File: config.mk
export PLATFORM = sky130hd
export DESIGN_NAME = sc_statemachine_backg
export DESIGN_NICKNAME = d
export VERILOG_FILES = /design/src/rtl/sc_statemachine_backg.sv
export SDC_FILE = /design/constraint.sdc
export NUM_CORES = 1
export LEC_CHECK = 0
export CAP_MARGIN = 10
export CORE_MARGIN = 5
export CORE_UTILIZATION = 52
export CTS_CLUSTER_SIZE = 12
export DETAILED_ROUTE_END_ITERATION = 12
export GPL_TIMING_DRIVEN = 0
export PLACE_DENSITY = 0.78
export SLEW_MARGIN = 30
export SYNTH_ARGS = -nofsm -noshare
export SYNTH_HDL_FRONTEND = slang
export SYNTH_SLANG_ARGS = --single-unit
File: constraint.sdc
create_clock -name SC_STATEMACHINEBACKG_CLOCK_50 -period 1.7 [get_ports SC_STATEMACHINEBACKG_CLOCK_50]
set_input_delay 0.255 -clock SC_STATEMACHINEBACKG_CLOCK_50 [delete_from_list [all_inputs] [get_ports SC_STATEMACHINEBACKG_CLOCK_50]]
set_output_delay 0.255 -clock SC_STATEMACHINEBACKG_CLOCK_50 [all_outputs]
set_load 0.02 [all_outputs]
File: src/rtl/sc_statemachine_backg.sv
// rtl/sc_statemachine_backg.sv - background-type register sequencer (clear/load strobes, LFSR road pattern)
// Optional macro BACKG_LOOP_EN: chain levels continuously (END -> CLEAR instead of END -> IDLE).
module sc_statemachine_backg #(
    parameter int          DATAWIDTH     = 8,
    parameter int          TICKS_PER_ROW = 4,
    parameter int          NUM_ROWS      = 16,
    parameter logic [7:0]  LFSR_SEED     = 8'hA5,
    parameter logic [7:0]  TYPE_MASK     = 8'h07
) (
    input  logic                 SC_STATEMACHINEBACKG_CLOCK_50,
    input  logic                 SC_STATEMACHINEBACKG_RESET_InLow,
    input  logic                 SC_STATEMACHINEBACKG_start_InLow,
    input  logic                 SC_STATEMACHINEBACKG_pause_InLow,
    input  logic                 SC_STATEMACHINEBACKG_tick_InHigh,
    output logic                 SC_STATEMACHINEBACKG_clear_OutLow,
    output logic                 SC_STATEMACHINEBACKG_load_OutLow,
    output logic [DATAWIDTH-1:0] SC_STATEMACHINEBACKG_data_OutBUS,
    output logic [7:0]           SC_STATEMACHINEBACKG_rowcount_OutBUS,
    output logic                 SC_STATEMACHINEBACKG_busy_OutHigh,
    output logic                 SC_STATEMACHINEBACKG_levelend_OutHigh
);

    // An all-zero seed would lock the LFSR, so it is promoted to 1.
    localparam logic [7:0] SEED_EFF  = (LFSR_SEED == 8'h00) ? 8'h01 : LFSR_SEED;
    localparam logic [7:0] TICK_LAST = 8'(TICKS_PER_ROW - 1);
    localparam logic [7:0] ROWS_LAST = 8'(NUM_ROWS);

    typedef enum logic [2:0] {
        ST_IDLE  = 3'd0,
        ST_CLEAR = 3'd1,
        ST_RUN   = 3'd2,
        ST_LOAD  = 3'd3,
        ST_END   = 3'd4
    } state_t;

    state_t     state;
    state_t     stateNext;
    logic [7:0] tickCount;
    logic [7:0] rowCount;
    logic [7:0] lfsrReg;
    logic [7:0] typeWord;
    logic       countedTick;

    function automatic logic [7:0] lfsrStep(input logic [7:0] v);
        return {1'b0, v[7:1]} ^ (v[0] ? 8'hB8 : 8'h00);
    endfunction

    assign countedTick = SC_STATEMACHINEBACKG_tick_InHigh & SC_STATEMACHINEBACKG_pause_InLow;
    assign typeWord    = lfsrReg & TYPE_MASK;

    always_comb begin
        stateNext = state;
        case (state)
            ST_IDLE:  if (!SC_STATEMACHINEBACKG_start_InLow) stateNext = ST_CLEAR;
            ST_CLEAR: stateNext = ST_RUN;
            ST_RUN:   if (countedTick && (tickCount == TICK_LAST)) stateNext = ST_LOAD;
            ST_LOAD:  stateNext = ((rowCount + 8'd1) == ROWS_LAST) ? ST_END : ST_RUN;
`ifdef BACKG_LOOP_EN
            ST_END:   stateNext = ST_CLEAR;
`else
            ST_END:   stateNext = ST_IDLE;
`endif
            default:  stateNext = ST_IDLE;
        endcase
    end

    // Strobes are registered from the next state so they equal a decode of the
    // state register while being glitch-free flop outputs.
    always_ff @(posedge SC_STATEMACHINEBACKG_CLOCK_50 or negedge SC_STATEMACHINEBACKG_RESET_InLow) begin
        if (!SC_STATEMACHINEBACKG_RESET_InLow) begin
            state                                 <= ST_IDLE;
            tickCount                             <= 8'd0;
            rowCount                              <= 8'd0;
            lfsrReg                               <= SEED_EFF;
            SC_STATEMACHINEBACKG_clear_OutLow     <= 1'b1;
            SC_STATEMACHINEBACKG_load_OutLow      <= 1'b1;
            SC_STATEMACHINEBACKG_busy_OutHigh     <= 1'b0;
            SC_STATEMACHINEBACKG_levelend_OutHigh <= 1'b0;
        end else begin
            state                                 <= stateNext;
            SC_STATEMACHINEBACKG_clear_OutLow     <= (stateNext != ST_CLEAR);
            SC_STATEMACHINEBACKG_load_OutLow      <= (stateNext != ST_LOAD);
            SC_STATEMACHINEBACKG_busy_OutHigh     <= (stateNext != ST_IDLE);
            SC_STATEMACHINEBACKG_levelend_OutHigh <= (stateNext == ST_END);
            case (state)
                ST_CLEAR: begin
                    lfsrReg   <= SEED_EFF;
                    rowCount  <= 8'd0;
                    tickCount <= 8'd0;
                end
                ST_RUN: begin
                    if (countedTick) begin
                        tickCount <= (tickCount == TICK_LAST) ? 8'd0 : tickCount + 8'd1;
                    end
                end
                ST_LOAD: begin
                    lfsrReg  <= lfsrStep(lfsrReg);
                    rowCount <= rowCount + 8'd1;
                end
                default: ;
            endcase
        end
    end

    assign SC_STATEMACHINEBACKG_data_OutBUS     = typeWord[DATAWIDTH-1:0];
    assign SC_STATEMACHINEBACKG_rowcount_OutBUS = rowCount;

endmodule

## After elaboration in Yosys (flattened, before gate mapping)

Index checks and enable logic that the tools add are counted.

- Bits in read-only memories: 0
- Output and inout port bits: 20
- Word-level logic and storage cells: 37
- Bits in latches: 0
- Memories kept: 0
- Bits in writable memories: 0
- Register bits after elaboration: 31
- Bits of input ports: 5

- Multiply operators: 0
- Div/mod/pow operators: 0
- Reductions and logical operators: 6
- Equality and inequality tests: 9
- Magnitude comparators: 0
- Add/sub/neg operators: 2
- Shift operators: 0
- Bitwise logic cells: 2
- Multiplexer cells: 10

Operators by type and width:

| cell | count |
|---|---|
| case mux 8 bit (2 select lines) | 3 |
| two-way mux 8 bit | 3 |
| adder 8 x 1 -> 8 bit, second input constant | 2 |
| case mux 3 bit (4 select lines) | 1 |
| two-way mux 3 bit | 3 |
| == test 8 x 2 -> 1 bit, second input constant | 1 |
| == test 8 x 5 -> 1 bit, second input constant | 1 |
| XOR 7 x 8 -> 8 bit | 1 |
| == test 3 x 2 -> 1 bit, second input constant | 2 |
| nonzero test 2 bit | 2 |
| == test 3 x 1 -> 1 bit, second input constant | 1 |
| == test 3 bit, second input constant | 1 |
| logical NOT 3 bit | 1 |
| inequality test 3 x 1 -> 1 bit, second input constant | 1 |
| inequality test 3 x 2 -> 1 bit, second input constant | 1 |
| nonzero test 3 bit | 1 |
| inequality test 2 bit, second input constant | 1 |
| AND reduction 2 bit | 1 |
| AND 1 bit | 1 |
| logical AND 1 bit | 1 |

## Depth between registers and ports, before layout

Gate-level depths: netlist of run 1.

- Depth after elaboration: 5
- Depth in mapped cells: 5
- Depth with buffers taken out: 5

## Worst setup path before layout of run 1

Ideal clock, no wire load.

- Path kind: reg-to-reg
- Start: register rowCount[0], in the netlist SC_STATEMACHINEBACKG_rowcount_OutBUS[0]
- End: register rowCount[7], in the netlist SC_STATEMACHINEBACKG_rowcount_OutBUS[7]
- Stages on the path, launching flop included: 5
- Library setup time: 0.069 ns
- Period minus slack after synthesis: 1.609 ns
- Path slack: 0.091 ns
- Arrival time: 1.540 ns
- Buffers on the path: 0
- Required time: 1.631 ns
- Cell sequence: dfrtp_1 nand3_1 or2_1 or4_1 nand3_1

- Word-level cells in the longest chain between the ends: 2

Ends and longest elaborated chain:

| item | line | source |
|---|---|---|
| from (decl) | 39 | `logic [7:0] rowCount;` |
| from (signal assigned) | 98 | `rowCount <= rowCount + 8'd1;` |
| adder 8 x 1 -> 8 bit | 98 |  |
| case mux 8 bit (2 select lines) | 85 | `case (state)` |

No other way between the ends.
A chain may end at the register's enable or synchronous reset.

## Worst setup path in the final report of run 1

- Start: register rowCount[7], in the netlist SC_STATEMACHINEBACKG_rowcount_OutBUS[7]
- End: output SC_STATEMACHINEBACKG_rowcount_OutBUS[7]

RTL lines:

| item | line | source |
|---|---|---|
| to (decl) | 18 | `output logic [7:0] SC_STATEMACHINEBACKG_rowcount_OutBUS,` |

No word-level cell between the ends.

==> metrics, run 1 <==
status finished, final reports clean; Vias/cell 5.80; VDD IR max 753 uV; Layout Nets 203; Final Max Slew Viols 0; count of final setup violators 0; die area 4180 sq um; Critical Path Start Type flip-flop; TritonCTS Buffers 5; MaxCap Viol Count 0; crit path buf inv count 1; Area growth syn-to-layout 20.9%; CTS root buffer clkbuf_4; # port buffers 19; post-layout util 0.670; Post-Layout Cell Count 228; DR vias 1322; crit share post-route 0.971; vias in the first global route 1237; DRC Markers 0; Tightest Pin Transition 0.674 ns; largest net degree at the start of global routing 32; Final Hold Fails 0; Placed Area 1790 sq um; Initial Util 0.554; clk_skew 0.0118 ns; H-tree depth 2; Inst Count DP 219; top-area cell type share of the netlist area 0.402; WL per Instance 14.2 microns; relative slew slack 0.550; Synth Register Bits 31; # diodes 0; Synth area leaders dfrtp_1 40%, dfstp_2 10%, nand2_1 6.3%; number of synthesized flops with an enable pin 0; Top Family by Delay on Critical Path buffers and inverters; Critical Path AT 1.40 ns; Design Area, Final 1880 sq um; crit path time final 1.65 ns; Hold Path Class in2async; Min Hold Slack 0.487 ns; Die Y 64.7 microns; total track usage 0.163; initial antenna violation count 0; Placer Congestion 0.887; DIE WIDTH 64.7 microns; Post-Syn Instances 165; CTS tree done; Core ar. 2810 sq um; Final ANT Viol Nets 0; Worst-path clk slew 0.10 ns; crit-path cells clkdlybuf4s50_1; Unique masters post-synth 41; CP endpoint kind primary output; Worst path max stage delay 0.63 ns; Crit path required time 1.44 ns; Longest Clk Path Bufs 2; Crit-path slowest cell clkdlybuf4s50_1; io pins 25; Total Wirelength 3240 microns; first-pass GRT wire length 5400 microns; grt total ovfl 0; top cell type by total area after synthesis dfrtp_1; ys flop type dfrtp_1; ys async rst share 1.00; YS warnings 0; worst-path maximum fanout 5; Cell Rows 19; initial drt markers 51; top post-synthesis cells by count 26 x nand2_1, 25 x dfrtp_1, 12 x o21ai_0, 11 x a31oi_1, 11 x nand3_1; power per standard cell area 1270 nW/um^2; LEAKAGE 0.923 nW; Detail Placement HPWL 2210 microns; count leader, synth nand2_1; Synth Area per Inst 9.43 sq um; Post-CTS Setup Bufs 0; Post-Syn Area 1560 sq um; clk_lat worst skew 0.33 ns; # clock sinks 31; first drt pass iteration count 4; type of the worst setup path reg2out; share of post-route cells with drive strength above 1 0.157; maximum clock rate 606 MHz; post-synthesis sequential area ratio 0.504
## metrics by stage
stage               TNS [ns]  power, mW  setup slack (ns)
floorplan                  0       1.70            0.0914
global placement       -4.38       1.96            -0.156
detailed placement    -0.802       1.99            -0.170
CTS                        0       2.38           0.00732
global route         -0.0137       2.57          -0.00812
finish                     0       2.39            0.0495
## logic make-up (layout without fill, tap and decap cells)
logic type,Yosys count,in the layout,synth area share
AND/OR/NAND/NOR,72,72,0.241
AO/OA/AOI/OAI,39,39,0.157
flip-flops,31,31,0.504
buffers and inverters,17,45,0.0627
XOR/XNOR,3,3,0.0169
adder cells (fa/ha/maj),2,2,0.0161
other,1,5,0.00241
## what timing repair did
action                                  4_1_cts  5_1_grt
gates resized for setup                       6       16
endpoints found under the setup margin        6       13
hold buffers                                  1        0
hold endpoints to repair                     25        0
## cell type report
class | instances | area, sq um
buffer | 13 | 90.1
clock buffer | 7 | 45.0
clock inverter | 1 | 5.00
fill | 249 | 925
inverter | 4 | 15.0
multi-input combinational | 121 | 698
sequential | 31 | 788
tap | 31 | 38.8
timing repair buffer | 20 | 200
## registers in the layout (all words and copies together) (netlist names)
| name | cells |
|---|---|
| SC_STATEMACHINEBACKG_clear_OutLow | 1 |
| lfsrReg | 8 |
| state | 3 |
| SC_STATEMACHINEBACKG_levelend_OutHigh | 1 |
| SC_STATEMACHINEBACKG_rowcount_OutBUS | 8 |
| SC_STATEMACHINEBACKG_busy_OutHigh | 1 |
| tickCount | 8 |
| SC_STATEMACHINEBACKG_load_OutLow | 1 |
## path summary, 6_finish.rpt
check,start,endpoint,slack (ns),depth (start not counted)
worst min-delay path,SC_STATEMACHINEBACKG_RESET_InLow,SC_STATEMACHINEBACKG_rowcount_OutBUS[7],0.49,2
max in group asynchronous,SC_STATEMACHINEBACKG_RESET_InLow,SC_STATEMACHINEBACKG_rowcount_OutBUS[0],0.74,2
worst min register to register,lfsrReg[7],lfsrReg[7],0.51,2
worst max register to register,state[2],tickCount[5],0.10,5
min in group SC_STATEMACHINEBACKG_CLOCK_50,SC_STATEMACHINEBACKG_start_InLow,SC_STATEMACHINEBACKG_busy_OutHigh,0.49,2
worst max-delay path,SC_STATEMACHINEBACKG_rowcount_OutBUS[7],SC_STATEMACHINEBACKG_rowcount_OutBUS[7],0.05,1
## report_power, final
| part | internal, mW | switching (mW) |
|---|---|---|
| clock network | 0.161 | 0.248 |
| registers | 0.956 | 0.191 |
| logic | 0.388 | 0.449 |
| total | 1.50 | 0.888 |
## routing by layer
metal / vias to the layer above / track usage / part of all wire
li1: 645 / - / -
met1: 636 / 0.221 / 0.47
met2: 34 / 0.238 / 0.47
met3: 7 / 0.0484 / 0.043
met4: 0 / 0.0792 / 0.017
met5: - / 0 / 0
## cells in the final DEF, fill, tap and decap left out, types with 3 or more instances in the layout
cell type,n
a21oi_1,4
a31oi_1,11
and3_1,3
buf_4,8
clkbuf_1,5
clkbuf_4,6
clkdlybuf4s50_1,7
conb_1,5
dfrtp_1,21
dfrtp_2,4
dfstp_2,6
dlygate4sd2_1,6
dlymetal6s2s_1,5
inv_1,4
nand2_1,25
nand2b_1,3
nand3_1,11
nor2_1,8
nor3_1,3
o21ai_0,12
(Power assumes the default switching activity.)
==> run 2, diff against run 1 <==
--- a/config.mk
+++ b/config.mk
@@ -6,12 +6,15 @@
 export NUM_CORES = 1
 export LEC_CHECK = 0
 export CAP_MARGIN = 10
+export CELL_PAD_IN_SITES_DETAIL_PLACEMENT = 1
+export CELL_PAD_IN_SITES_GLOBAL_PLACEMENT = 1
 export CORE_MARGIN = 5
-export CORE_UTILIZATION = 52
+export CORE_UTILIZATION = 40
 export CTS_CLUSTER_SIZE = 12
 export DETAILED_ROUTE_END_ITERATION = 12
 export GPL_TIMING_DRIVEN = 0
-export PLACE_DENSITY = 0.78
+export HOLD_SLACK_MARGIN = 0.12
+export PLACE_DENSITY_LB_ADDON = 0.1
 export SLEW_MARGIN = 30
 export SYNTH_ARGS = -nofsm -noshare
 export SYNTH_HDL_FRONTEND = slang
==> run 2 against run 1 <==
Effect of this change:
- sequential power about the same
- fmax is 0.61% higher
- non-clock buffer count is 3 higher
- critical path type unchanged
==> metrics, run 2 (synthesized netlist as in run 1, its figures left out) <==
crit path time final 1.64 ns (was 1.65 ns); share of post-route cells with drive strength above 1 0.175 (was 0.157); LEAKAGE 0.924 nW (was 0.923 nW); worst-path maximum fanout 1 (was 5); Inst Count DP 237 (was 219); Tightest Pin Transition 0.502 ns (was 0.674 ns); Longest Clk Path Bufs 2 (unchanged); Cell Rows 22 (was 19); power per standard cell area 1340 nW/um^2 (was 1270 nW/um^2); WL per Instance 15.2 microns (was 14.2 microns); crit share post-route 0.965 (was 0.971); M2 GR Usage 0.268 (was 0.238); RSZ-0062 raised after global routing no; Core ar. 3720 sq um (was 2810 sq um); most frequent cells in the layout 25 x nand2_1, 22 x dfrtp_1, 14 x clkdlybuf4s50_1 (was 25 x nand2_1, 21 x dfrtp_1, 12 x o21ai_0); Final Hold Fails 0 (unchanged); Final ANT Viol Nets 0 (unchanged); Placed Area 1840 sq um (was 1790 sq um); Layout fillers 442 (was 249); DRC Markers 0 (unchanged); crit-path cells clkdlybuf4s50_1 (unchanged); TritonCTS Buffers 5 (unchanged); Min Hold Slack 0.409 ns (was 0.487 ns); Worst path max stage delay 0.59 ns (was 0.63 ns); grt total ovfl 0 (unchanged); first-pass GRT wire length 6530 microns (was 5400 microns); Final Max Slew Viols 0 (unchanged); initial antenna violation count 0 (unchanged); Hold Path Class in2async (unchanged); Detail Placement HPWL 2710 microns (was 2210 microns); Reg area 787 sq um (was 788 sq um); CTS tree done (unchanged); Vias/cell 5.42 (was 5.80); DR vias 1344 (was 1322); # port buffers 19 (unchanged); total power draw 2.68 mW (was 2.39 mW); type of the worst setup path reg2out (unchanged); commonest non-fill, non-tap cell in the layout nand2_1 (unchanged); CTS root buffer clkbuf_8 (was clkbuf_4); largest net degree at the start of global routing 21 (was 32); MaxCap Viol Count 0 (unchanged); Layout Nets 206 (was 203); status finished, final reports clean (unchanged); Setup WS post-layout 0.0594 ns (was 0.0495 ns); # diodes 0 (unchanged); multi-input logic area 719 sq um (was 698 sq um); vias in the first global route 1358 (was 1237); Design Area, Final 2010 sq um (was 1880 sq um); Worst-path clk slew 0.07 ns (was 0.10 ns); die area 5240 sq um (was 4180 sq um); CP endpoint kind primary output (unchanged); initial drt markers 17 (was 51); io pins 25 (unchanged); VDD IR max 628 uV (was 753 uV); Placement Setup Slack -0.275 ns (was -0.170 ns); Critical Path Start Type flip-flop (unchanged); crit path buf inv count 1 (unchanged); Top Family by Delay on Critical Path buffers and inverters (unchanged); Crit path required time 1.44 ns (about the same); first drt pass iteration count 4 (unchanged); Total Wirelength 3770 microns (was 3240 microns); DIE WIDTH 72.4 microns (was 64.7 microns); Critical Path AT 1.39 ns (was 1.40 ns); met1 Use GR 0.194 (was 0.221); clk_skew 0.00586 ns (was 0.0118 ns); # clock sinks 31 (unchanged); relative slew slack 0.665 (was 0.550); met3 Track Usage GR 0.0402 (was 0.0484); gr busiest metal met2 (unchanged); Area growth syn-to-layout 29.2% (was 20.9%); post-layout util 0.541 (was 0.670); total track usage 0.157 (was 0.163); Crit-path slowest cell clkdlybuf4s50_1 (unchanged); Die Y 72.4 microns (was 64.7 microns); Placer Congestion 0.834 (was 0.887); Initial Util 0.419 (was 0.554); maximum clock rate 610 MHz (was 606 MHz); final setup TNS 0 ns (unchanged); count of final setup violators 0 (unchanged); clk_lat worst skew 0.28 ns (was 0.33 ns); Post-Layout Cell Count 248 (was 228); H-tree depth 2 (unchanged)
[run 2: worst reg2reg max path: cells and delay by family, from the launching register on]
kind	cells	cell delay [ns]
simple gates	1	0.42
compound gates	3	0.51
flops	1	0.45
buf+inv	1	0.17
[run 2: worst paths after layout]
check | start | end | slack (ns) | depth (start not counted)
max in group asynchronous | SC_STATEMACHINEBACKG_RESET_InLow | lfsrReg[5] | 0.80 | 3
worst min-delay path | SC_STATEMACHINEBACKG_RESET_InLow | SC_STATEMACHINEBACKG_rowcount_OutBUS[6] | 0.41 | 2
worst max-delay path | SC_STATEMACHINEBACKG_clear_OutLow | SC_STATEMACHINEBACKG_clear_OutLow | 0.06 | 1
min in group SC_STATEMACHINEBACKG_CLOCK_50 | lfsrReg[1] | lfsrReg[1] | 0.49 | 2
worst min register to register | lfsrReg[1] | lfsrReg[1] | 0.49 | 2
worst max register to register | state[0] | tickCount[5] | 0.08 | 5
[run 2: timing repair]
item                                    4_1_cts  5_1_grt
endpoints found under the setup margin        7       11
setup buffers                                 0        2
gates resized for setup                       4       10
hold endpoints to repair                      8        0
pin swaps                                     0        0
hold buffers                                  1        0
cloned                                        0        0
[run 2: routing by layer]
layer / wire length (microns) / part of all wire
met1: 1670 / 0.44
met2: 1890 / 0.50
met3: 159 / 0.042
met4: 42 / 0.011
met5: 0 / 0
[run 2: cell type report]
type	count	area share
plain buffers	13	0.0436
repair buffers	23	0.120
inverters	4	0.00747
clock buffers	8	0.0498
flip-flops and latches	31	0.392
multi-input cells	121	0.358
well taps	48	0.0299
[run 2: power by group]
| group | switching [mW] | internal [mW] |
|---|---|---|
| logic | 0.474 | 0.418 |
| clock network | 0.265 | 0.369 |
| registers | 0.202 | 0.955 |
| total | 0.941 | 1.74 |
